## src/rtl/mem_ctrl_pkg.sv

```systemverilog
// Shared encodings and constants for the round-robin memory controller.
package mem_ctrl_pkg;

    localparam logic [1:0] W_BYTE = 2'd0;
    localparam logic [1:0] W_HALF = 2'd1;
    localparam logic [1:0] W_WORD = 2'd2;

    localparam logic [1:0] IDLE  = 2'd0;
    localparam logic [1:0] READ  = 2'd1;
    localparam logic [1:0] WRITE = 2'd2;

    localparam logic LSB    = 1'b0;
    localparam logic ICACHE = 1'b1;

    localparam logic [31:0] UART_DATA_ADDR = 32'h0003_0000;
    localparam logic [31:0] UART_STAT_ADDR = 32'h0003_0004;

    // Width code 3 is illegal and behaves as a word access.
    function automatic logic [2:0] byte_count(logic [1:0] width);
        case (width)
            W_BYTE:  return 3'd1;
            W_HALF:  return 3'd2;
            default: return 3'd4;
        endcase
    endfunction

endpackage

```

## src/rtl/mem_ctrl_rr_if.sv

```systemverilog
// RAM bus plus ICache and LSB request/response channels of the memory controller.
interface mem_ctrl_rr_if #(
    parameter int unsigned BLOCK_WIDTH = 1,
    parameter int unsigned ADDR_WIDTH  = 32
);
    logic [7:0]                    RAMMC_data;
    logic [7:0]                    MCRAM_data;
    logic [ADDR_WIDTH-1:0]         MCRAM_addr;
    logic                          MCRAM_wr;

    logic                          ICMC_en;
    logic [ADDR_WIDTH-1:0]         ICMC_addr;
    logic                          MCIC_en;
    logic [(32<<BLOCK_WIDTH)-1:0]  MCIC_block;

    logic                          LSBMC_en;
    logic                          LSBMC_wr;
    logic [1:0]                    LSBMC_width;
    logic [31:0]                   LSBMC_data;
    logic [ADDR_WIDTH-1:0]         LSBMC_addr;
    logic                          MCLSB_en;
    logic [31:0]                   MCLSB_data;

    modport slave (
        input  RAMMC_data, ICMC_en, ICMC_addr,
        input  LSBMC_en, LSBMC_wr, LSBMC_width, LSBMC_data, LSBMC_addr,
        output MCRAM_data, MCRAM_addr, MCRAM_wr,
        output MCIC_en, MCIC_block, MCLSB_en, MCLSB_data
    );

    modport master (
        output RAMMC_data, ICMC_en, ICMC_addr,
        output LSBMC_en, LSBMC_wr, LSBMC_width, LSBMC_data, LSBMC_addr,
        input  MCRAM_data, MCRAM_addr, MCRAM_wr,
        input  MCIC_en, MCIC_block, MCLSB_en, MCLSB_data
    );

endinterface

```

## src/rtl/mc_rr_arbiter.sv

```systemverilog
// Two-way round-robin grant between ICache and LSB with done-cycle cooldown
// and UART-full masking; only last_serve is stateful.
module mc_rr_arbiter
    import mem_ctrl_pkg::*;
#(
    parameter int unsigned           ADDR_WIDTH = 32,
    parameter logic [ADDR_WIDTH-1:0] IO_ADDR_0  = ADDR_WIDTH'(UART_DATA_ADDR),
    parameter logic [ADDR_WIDTH-1:0] IO_ADDR_1  = ADDR_WIDTH'(UART_STAT_ADDR)
) (
    input  logic                  clk_i,
    input  logic                  rst_ni,
    input  logic                  rdy_i,
    input  logic                  idle_i,
    input  logic                  flush_i,
    input  logic                  io_full_i,
    input  logic                  ic_en_i,
    input  logic                  ic_done_i,
    input  logic [ADDR_WIDTH-1:0] ic_addr_i,
    input  logic                  lsb_en_i,
    input  logic                  lsb_done_i,
    input  logic [ADDR_WIDTH-1:0] lsb_addr_i,
    output logic                  gnt_ic_o,
    output logic                  gnt_lsb_o
);

    logic last_q;
    logic ic_req, lsb_req;
    logic ic_io_stall, lsb_io_stall;

    assign ic_io_stall  = io_full_i && (ic_addr_i == IO_ADDR_0 || ic_addr_i == IO_ADDR_1);
    assign lsb_io_stall = io_full_i && (lsb_addr_i == IO_ADDR_0 || lsb_addr_i == IO_ADDR_1);

    // A requester whose done pulse is still high is masked so it cannot be served twice.
    assign ic_req  = ic_en_i && !ic_done_i && !flush_i && !ic_io_stall;
    assign lsb_req = lsb_en_i && !lsb_done_i && !lsb_io_stall;

    assign gnt_ic_o  = idle_i && ic_req && (!lsb_req || last_q == LSB);
    assign gnt_lsb_o = idle_i && lsb_req && !gnt_ic_o;

    always_ff @(posedge clk_i or negedge rst_ni) begin
        if (!rst_ni) begin
            last_q <= LSB;
        end else if (rdy_i && (gnt_ic_o || gnt_lsb_o)) begin
            last_q <= gnt_ic_o ? ICACHE : LSB;
        end
    end

endmodule

```

## src/rtl/mem_ctrl_rr.sv

```systemverilog
// Byte-wide RAM controller serving ICache block refills and LSB loads/stores
// with pipelined one-cycle-latency reads and round-robin arbitration.
module mem_ctrl_rr
    import mem_ctrl_pkg::*;
#(
    parameter int unsigned           BLOCK_WIDTH = 1,
    parameter int unsigned           ADDR_WIDTH  = 32,
    parameter logic [ADDR_WIDTH-1:0] IO_ADDR_0   = ADDR_WIDTH'(UART_DATA_ADDR),
    parameter logic [ADDR_WIDTH-1:0] IO_ADDR_1   = ADDR_WIDTH'(UART_STAT_ADDR)
) (
    input  logic         Sys_clk,
    input  logic         Sys_rst_n,
    input  logic         Sys_rdy,
    input  logic         Sys_flush,
    input  logic         io_buffer_full,
    mem_ctrl_rr_if.slave bus
);

    localparam int unsigned CW = BLOCK_WIDTH + 3;
    localparam int unsigned BW = 32 << BLOCK_WIDTH;
    typedef logic [CW-1:0] cnt_t;
    localparam cnt_t IC_BYTES = cnt_t'(4 << BLOCK_WIDTH);

    logic [1:0]            state_q, state_d;
    logic                  serve_q, serve_d;
    logic [ADDR_WIDTH-1:0] base_q, base_d, addr_q, addr_d;
    cnt_t                  nbytes_q, nbytes_d, issue_q, issue_d, cap_q, cap_d;
    logic [1:0]            vld_q, vld_d;
    logic                  wr_q, wr_d;
    logic [7:0]            wdata_q, wdata_d;
    logic [31:0]           st_q, st_d, ld_q, ld_d, lsb_data_q, lsb_data_d;
    logic [BW-1:0]         block_q, block_d;
    logic                  ic_done_q, ic_done_d, lsb_done_q, lsb_done_d;
    logic                  rdy_q;
    logic [7:0]            skid_q, rd_byte;
    logic                  gnt_ic, gnt_lsb;

    mc_rr_arbiter #(
        .ADDR_WIDTH (ADDR_WIDTH),
        .IO_ADDR_0  (IO_ADDR_0),
        .IO_ADDR_1  (IO_ADDR_1)
    ) u_arb (
        .clk_i      (Sys_clk),
        .rst_ni     (Sys_rst_n),
        .rdy_i      (Sys_rdy),
        .idle_i     (state_q == IDLE),
        .flush_i    (Sys_flush),
        .io_full_i  (io_buffer_full),
        .ic_en_i    (bus.ICMC_en),
        .ic_done_i  (ic_done_q),
        .ic_addr_i  (bus.ICMC_addr),
        .lsb_en_i   (bus.LSBMC_en),
        .lsb_done_i (lsb_done_q),
        .lsb_addr_i (bus.LSBMC_addr),
        .gnt_ic_o   (gnt_ic),
        .gnt_lsb_o  (gnt_lsb)
    );

    // The RAM keeps reading the held address while stalled, so the byte due at the
    // first stalled edge is parked and replayed on resume.
    assign rd_byte = rdy_q ? bus.RAMMC_data : skid_q;

    always_comb begin
        state_d    = state_q;
        serve_d    = serve_q;
        base_d     = base_q;
        addr_d     = addr_q;
        nbytes_d   = nbytes_q;
        issue_d    = issue_q;
        cap_d      = cap_q;
        vld_d      = vld_q;
        wr_d       = wr_q;
        wdata_d    = wdata_q;
        st_d       = st_q;
        ld_d       = ld_q;
        lsb_data_d = lsb_data_q;
        block_d    = block_q;
        ic_done_d  = 1'b0;
        lsb_done_d = 1'b0;
        case (state_q)
            IDLE: begin
                addr_d  = '0;
                wr_d    = 1'b0;
                wdata_d = '0;
                if (gnt_ic || gnt_lsb) begin
                    issue_d = cnt_t'(1);
                    cap_d   = '0;
                    vld_d   = 2'b01;
                    if (gnt_ic) begin
                        serve_d  = ICACHE;
                        base_d   = bus.ICMC_addr;
                        addr_d   = bus.ICMC_addr;
                        nbytes_d = IC_BYTES;
                        state_d  = READ;
                    end else begin
                        serve_d  = LSB;
                        base_d   = bus.LSBMC_addr;
                        addr_d   = bus.LSBMC_addr;
                        nbytes_d = cnt_t'(byte_count(bus.LSBMC_width));
                        ld_d     = '0;
                        if (bus.LSBMC_wr) begin
                            state_d = WRITE;
                            wr_d    = 1'b1;
                            wdata_d = bus.LSBMC_data[7:0];
                            st_d    = bus.LSBMC_data;
                        end else begin
                            state_d = READ;
                        end
                    end
                end
            end
            READ: begin
                if (Sys_flush && serve_q == ICACHE) begin
                    state_d = IDLE;
                    addr_d  = '0;
                    wr_d    = 1'b0;
                end else begin
                    vld_d = {vld_q[0], 1'b0};
                    if (issue_q < nbytes_q) begin
                        addr_d   = base_q + ADDR_WIDTH'(issue_q);
                        issue_d  = issue_q + cnt_t'(1);
                        vld_d[0] = 1'b1;
                    end
                    if (vld_q[1]) begin
                        cap_d = cap_q + cnt_t'(1);
                        if (serve_q == ICACHE) begin
                            block_d[{cap_q[CW-2:0], 3'b000} +: 8] = rd_byte;
                        end else begin
                            ld_d[{cap_q[1:0], 3'b000} +: 8] = rd_byte;
                        end
                        if (cap_q == nbytes_q - cnt_t'(1)) begin
                            state_d = IDLE;
                            addr_d  = '0;
                            if (serve_q == ICACHE) begin
                                ic_done_d = 1'b1;
                            end else begin
                                lsb_done_d = 1'b1;
                                lsb_data_d = ld_d;
                            end
                        end
                    end
                end
            end
            WRITE: begin
                if (issue_q == nbytes_q) begin
                    state_d    = IDLE;
                    addr_d     = '0;
                    wr_d       = 1'b0;
                    wdata_d    = '0;
                    lsb_done_d = 1'b1;
                end else begin
                    addr_d  = base_q + ADDR_WIDTH'(issue_q);
                    wdata_d = st_q[{issue_q[1:0], 3'b000} +: 8];
                    issue_d = issue_q + cnt_t'(1);
                end
            end
            default: state_d = IDLE;
        endcase
    end

    always_ff @(posedge Sys_clk or negedge Sys_rst_n) begin
        if (!Sys_rst_n) begin
            state_q    <= IDLE;
            serve_q    <= LSB;
            base_q     <= '0;
            addr_q     <= '0;
            nbytes_q   <= '0;
            issue_q    <= '0;
            cap_q      <= '0;
            vld_q      <= '0;
            wr_q       <= 1'b0;
            wdata_q    <= '0;
            st_q       <= '0;
            ld_q       <= '0;
            lsb_data_q <= '0;
            block_q    <= '0;
            ic_done_q  <= 1'b0;
            lsb_done_q <= 1'b0;
        end else if (Sys_rdy) begin
            state_q    <= state_d;
            serve_q    <= serve_d;
            base_q     <= base_d;
            addr_q     <= addr_d;
            nbytes_q   <= nbytes_d;
            issue_q    <= issue_d;
            cap_q      <= cap_d;
            vld_q      <= vld_d;
            wr_q       <= wr_d;
            wdata_q    <= wdata_d;
            st_q       <= st_d;
            ld_q       <= ld_d;
            lsb_data_q <= lsb_data_d;
            block_q    <= block_d;
            ic_done_q  <= ic_done_d;
            lsb_done_q <= lsb_done_d;
        end
    end

    always_ff @(posedge Sys_clk or negedge Sys_rst_n) begin
        if (!Sys_rst_n) begin
            rdy_q  <= 1'b0;
            skid_q <= '0;
        end else begin
            rdy_q <= Sys_rdy;
            if (rdy_q && !Sys_rdy) skid_q <= bus.RAMMC_data;
        end
    end

    assign bus.MCRAM_addr = addr_q;
    assign bus.MCRAM_wr   = wr_q;
    assign bus.MCRAM_data = wdata_q;
    assign bus.MCIC_en    = ic_done_q;
    assign bus.MCIC_block = block_q;
    assign bus.MCLSB_en   = lsb_done_q;
    assign bus.MCLSB_data = lsb_data_q;

endmodule
```

## src/flat_wrapper.sv

```systemverilog
// flat-port wrapper written by rule: the top's interface ports become plain ports
module mem_ctrl_rr_flat import mem_ctrl_pkg::*;
#(
    parameter int unsigned           BLOCK_WIDTH = 1,
    parameter int unsigned           ADDR_WIDTH  = 32,
    parameter logic [ADDR_WIDTH-1:0] IO_ADDR_0   = ADDR_WIDTH'(UART_DATA_ADDR),
    parameter logic [ADDR_WIDTH-1:0] IO_ADDR_1   = ADDR_WIDTH'(UART_STAT_ADDR)
)
  (Sys_clk, Sys_rst_n, Sys_rdy, Sys_flush, io_buffer_full, bus_RAMMC_data, bus_ICMC_en, bus_ICMC_addr, bus_LSBMC_en, bus_LSBMC_wr, bus_LSBMC_width, bus_LSBMC_data, bus_LSBMC_addr, bus_MCRAM_data, bus_MCRAM_addr, bus_MCRAM_wr, bus_MCIC_en, bus_MCIC_block, bus_MCLSB_en, bus_MCLSB_data);
  mem_ctrl_rr_if #(.BLOCK_WIDTH(BLOCK_WIDTH), .ADDR_WIDTH(ADDR_WIDTH)) bus_i ();
  input  logic Sys_clk;
  input  logic Sys_rst_n;
  input  logic Sys_rdy;
  input  logic Sys_flush;
  input  logic io_buffer_full;
  input wire logic [$bits(bus_i.RAMMC_data)-1:0] bus_RAMMC_data;
  input wire logic [$bits(bus_i.ICMC_en)-1:0] bus_ICMC_en;
  input wire logic [$bits(bus_i.ICMC_addr)-1:0] bus_ICMC_addr;
  input wire logic [$bits(bus_i.LSBMC_en)-1:0] bus_LSBMC_en;
  input wire logic [$bits(bus_i.LSBMC_wr)-1:0] bus_LSBMC_wr;
  input wire logic [$bits(bus_i.LSBMC_width)-1:0] bus_LSBMC_width;
  input wire logic [$bits(bus_i.LSBMC_data)-1:0] bus_LSBMC_data;
  input wire logic [$bits(bus_i.LSBMC_addr)-1:0] bus_LSBMC_addr;
  output wire logic [$bits(bus_i.MCRAM_data)-1:0] bus_MCRAM_data;
  output wire logic [$bits(bus_i.MCRAM_addr)-1:0] bus_MCRAM_addr;
  output wire logic [$bits(bus_i.MCRAM_wr)-1:0] bus_MCRAM_wr;
  output wire logic [$bits(bus_i.MCIC_en)-1:0] bus_MCIC_en;
  output wire logic [$bits(bus_i.MCIC_block)-1:0] bus_MCIC_block;
  output wire logic [$bits(bus_i.MCLSB_en)-1:0] bus_MCLSB_en;
  output wire logic [$bits(bus_i.MCLSB_data)-1:0] bus_MCLSB_data;
  assign bus_i.RAMMC_data = bus_RAMMC_data;
  assign bus_i.ICMC_en = bus_ICMC_en;
  assign bus_i.ICMC_addr = bus_ICMC_addr;
  assign bus_i.LSBMC_en = bus_LSBMC_en;
  assign bus_i.LSBMC_wr = bus_LSBMC_wr;
  assign bus_i.LSBMC_width = bus_LSBMC_width;
  assign bus_i.LSBMC_data = bus_LSBMC_data;
  assign bus_i.LSBMC_addr = bus_LSBMC_addr;
  assign bus_MCRAM_data = bus_i.MCRAM_data;
  assign bus_MCRAM_addr = bus_i.MCRAM_addr;
  assign bus_MCRAM_wr = bus_i.MCRAM_wr;
  assign bus_MCIC_en = bus_i.MCIC_en;
  assign bus_MCIC_block = bus_i.MCIC_block;
  assign bus_MCLSB_en = bus_i.MCLSB_en;
  assign bus_MCLSB_data = bus_i.MCLSB_data;
  mem_ctrl_rr #(.BLOCK_WIDTH(BLOCK_WIDTH), .ADDR_WIDTH(ADDR_WIDTH), .IO_ADDR_0(IO_ADDR_0), .IO_ADDR_1(IO_ADDR_1)) u_core (.Sys_clk(Sys_clk), .Sys_rst_n(Sys_rst_n), .Sys_rdy(Sys_rdy), .Sys_flush(Sys_flush), .io_buffer_full(io_buffer_full), .bus(bus_i));
endmodule
```

## config.mk

```make
export PLATFORM = sky130hd
export DESIGN_NAME = mem_ctrl_rr_flat
export DESIGN_NICKNAME = d
export VERILOG_FILES = /design/src/rtl/mem_ctrl_pkg.sv /design/src/rtl/mem_ctrl_rr_if.sv /design/src/rtl/mc_rr_arbiter.sv /design/src/rtl/mem_ctrl_rr.sv /design/src/flat_wrapper.sv
export SDC_FILE = /design/constraint.sdc
export NUM_CORES = 1
export LEC_CHECK = 0
export CAP_MARGIN = 20
export CORE_MARGIN = 4
export CORE_UTILIZATION = 53
export DETAILED_ROUTE_END_ITERATION = 7
export PLACE_DENSITY = 0.92
export SYNTH_ARGS = -nofsm -noshare
export SYNTH_HDL_FRONTEND = slang
export SYNTH_SLANG_ARGS = --single-unit
```

## constraint.sdc

```tcl
create_clock -name Sys_clk -period 3.15 [get_ports Sys_clk]
set_clock_uncertainty 0.1 [all_clocks]
set_input_delay 0.63 -clock Sys_clk [delete_from_list [all_inputs] [get_ports Sys_clk]]
set_output_delay 0.63 -clock Sys_clk [all_outputs]
set_load 0.01 [all_outputs]
```

==> metrics.yaml <==
logic_synthesis:
  synth_compound_area_share_pct: 14.2
  yosys.area_share.xor_xnor_pct: 2.26
  yosysSeqAreaShare_pct: 50.1
  synth.avg_cell_area_um2: 10.3
  synthMuxAreaShare_pct: 11.9
  postSynth.asyncResetShare_pct: 100
  synth_top_family_by_area: "simple AND/OR/NAND/NOR gates"
  yosys.cell_types.count: 73
  yosysWarnings: 0
  netlist_area_um2: 13000
  synth_ff_type: "dfrtp_1"
  synthAdderAreaFrac_pct: 2.17
  ys_ff_latch: 261
  synthesis.nets: 1397
  synth_enable_flop_cells: 0
  synth_cells: 1261
  synth-simple-area-share_pct: 15.5
global_routing:
  track_usage_pct: 27.8
  antenna_found_initial: 1
  grt_pass1_wl_mm: 60.2
  overflow: 0
  grt_max_degree: 94
  grt_pass1_vias: 11500
place:
  dp_hpwl_mm: 27.9
  gp_congestion: 0.934
  dp_cells: 1854
  io_buffers: 252
  place_worst_setup_slack_ns: -0.264
timing:
  fin_crit_ns: 2.93
  holdWs_ns: 0.0363
  finalSetupViolCount: 0
  drv_slew: 0
  period_share_pct: 93.1
  setup_ws_ns: 0.218
  fin_setup_tns_ns: 0
  relSlewSlack_pct: 36.2
  worst_pin_slew_ns: 0.951
  hold_viol: 0
  rsz0062_at_grt: "no"
  max_freq_mhz: 341
power_and_ir_drop:
  vdd_drop_max_v: 0.000488
  leakage_nw: 7.51
  powerDensity_nw_per_um2: 865
clock_network:
  cts_resized: 0
  htreeDepth: 1
  cts-root-buf: "clkbuf_16"
  cts_setup_buffers: 0
  path_clk_slew_ns: 0.06
  insertion_delay_ns: 0.54
  cts.sinks: 261
  cts_tree: "built"
  cts_buffers: 27
  cts_hold_buf: 0
  clk_path_buf_depth: 3
final_layout:
  instances_no_fill: 1903
  final_util_pct: 71.6
  num-nets-final: 1695
  drive_gt1_share_pct: 16.8
  area_delta_synth_final_pct: 33.1
  num_antenna_cells: 0
routing:
  routed_wl_mm: 37.9
  ant_nets: 0
  drt-initial-drc-count: 1092
  dr.pass1.iters: 7
  vias: 11300
  drt-vias-per-instance: 5.96
  drc_errors: 0
  routedWlPerCell_um: 19.9
setup_path:
  max_stage_delay_ns: 0.62
  critPathTopFamily: "compound AO/OA/AOI/OAI gates"
  crit_buf_inv: 1
  reg2reg_slack_ns: 0.22
  rr_worst_depth: 8
  cp_cell_sequence: "inv_1 > ha_1 > xnor3_1 > nand4_1 > o2111ai_1 > o22a_1 > nor2_1 > a221o_1"
  crit_arrival_ns: 3.23
  crit_fanout: 14
  reg2reg_from: "u_core.nbytes_q[0]"
  required_ns: 3.45
  cpMaxStageDelayCell: "o22a_1"
  worstSetupPathType: "reg2reg"
  worstReg2RegEnd: "u_core.bus.MCRAM_addr[6]"
  start_kind: "flop"
  end_kind: "flop"
  crit_path_start: "u_core.nbytes_q[0]"
worst_hold_path:
  hold_class: "in2async"
die:
  io_pins: 253
  die_h_um: 165
  start_util_pct: 53.8
  fp.dieArea_um2: 27200
  die_w_um: 165
  std_cell_rows: 57
  core_um2: 24200
status:
  status: "completed"
job:
  maxCapViolCount: 0
==> how the worst max path moves through the flow <==
| stage | to | slack, ns | depth (start not counted) |
|---|---|---|---|
| floorplan | u_core.bus.MCRAM_addr[26] | 0.37 | 10 |
| global placement | u_core.st_q[30] | -0.19 | 9 |
| detailed placement | u_core.st_q[3] | -0.26 | 9 |
| CTS | u_core.bus.MCRAM_addr[6] | 0.23 | 8 |
| global route | u_core.bus.MCRAM_addr[6] | 0.09 | 8 |
| finish | u_core.bus.MCRAM_addr[6] | 0.22 | 8 |
==> state kept, by name, indices dropped and copies added (netlist names) <==
register,flops
u_core.bus.MCIC_block,64
u_core.base_q,32
u_core.bus.MCLSB_data,32
u_core.bus.MCRAM_addr,32
u_core.ld_q,32
u_core.st_q,32
u_core.bus.MCRAM_data,8
u_core.skid_q,8
u_core.cap_q,4
u_core.issue_q,4
u_core.nbytes_q,3
u_core.state_q,2
u_core.vld_q,2
u_core.bus.MCIC_en,1
u_core.bus.MCLSB_en,1
u_core.bus.MCRAM_wr,1
u_core.rdy_q,1
u_core.serve_q,1
u_core.u_arb.last_q,1
==> metal layers <==
layer | GRT usage (%) | vias up | routed length, um
li1 | - | 5152 | -
met3 | 4.47 | 95 | 3150
met1 | 35.1 | 5488 | 14600
met4 | 10.0 | 2 | 1300
met2 | 48.4 | 596 | 18800
met5 | 0 | - | 13
==> cell usage in the layout, fill, tap and decap left out, drive strengths merged, types with 39 or more instances in the layout <==
master and count:
nor2 95, mux2 90, clkbuf 39, a21oi 79
dfrtp 261, nand2 156, buf 97, nand3 53
inv 39, o21ai 95, clkdlybuf4s50 251
==> report_power, final <==
part	leakage, nW	switching (W)	internal [W]	total (W)
Clock	0.429	0.00133	0.00180	0.00313
Combinational	3.73	0.00334	0.00309	0.00643
Sequential	3.35	0.000949	0.00451	0.00546
Total	7.51	0.00562	0.00940	0.0150
==> cell usage after synthesis, types with 9 or more instances <==
| cell | n | area share (%) |
|---|---|---|
| dfrtp_1 | 261 | 50 |
| nor4_1 | 12 | 0.58 |
| a221o_1 | 15 | 1.2 |
| a22oi_1 | 15 | 0.86 |
| mux2_4 | 10 | 1.2 |
| nand4_1 | 25 | 1.2 |
| inv_1 | 37 | 1.1 |
| mux2i_1 | 32 | 2.5 |
| nor3_1 | 9 | 0.35 |
| clkbuf_1 | 57 | 1.6 |
| xor2_1 | 14 | 0.94 |
| o311ai_0 | 32 | 2.1 |
| ha_1 | 21 | 2.0 |
| o21ai_0 | 81 | 3.1 |
| mux2_2 | 80 | 6.9 |
| nand3_1 | 53 | 2.0 |
| a21oi_1 | 78 | 3.0 |
| nand2_1 | 156 | 4.5 |
| and3_1 | 10 | 0.48 |
| xnor2_1 | 17 | 1.1 |
| nand2b_1 | 15 | 0.72 |
| nor2_1 | 94 | 2.7 |
==> final cells by class <==
type | instances | area [um2]
tap | 324 | 405
clock buffer | 39 | 781
multi-input combinational | 883 | 6010
inverter | 38 | 143
sequential | 261 | 6530
clock inverter | 10 | 85.1
timing repair buffer | 348 | 3400
fill | 1653 | 6890
==> cell families after synthesis <==
logic type	after synthesis
and+or+nand+nor	419
AOI/OAI and AO/OA	280
DFF	261
muxes	130
buffers and inverters	117
xor gates and xnor gates	32
adders and majority gates	22
==> metrics by stage <==
step | instance area [um2] | power, W
final | 17400 | 0.0150
after global routing | 17400 | 0.0159
after CTS | 17400 | 0.0150
after detailed placement | 16500 | 0.0118
after global placement | 16500 | 0.0114
after floorplan | 13000 | 0.00911
Note: power is estimated with default switching activity, not from simulation.
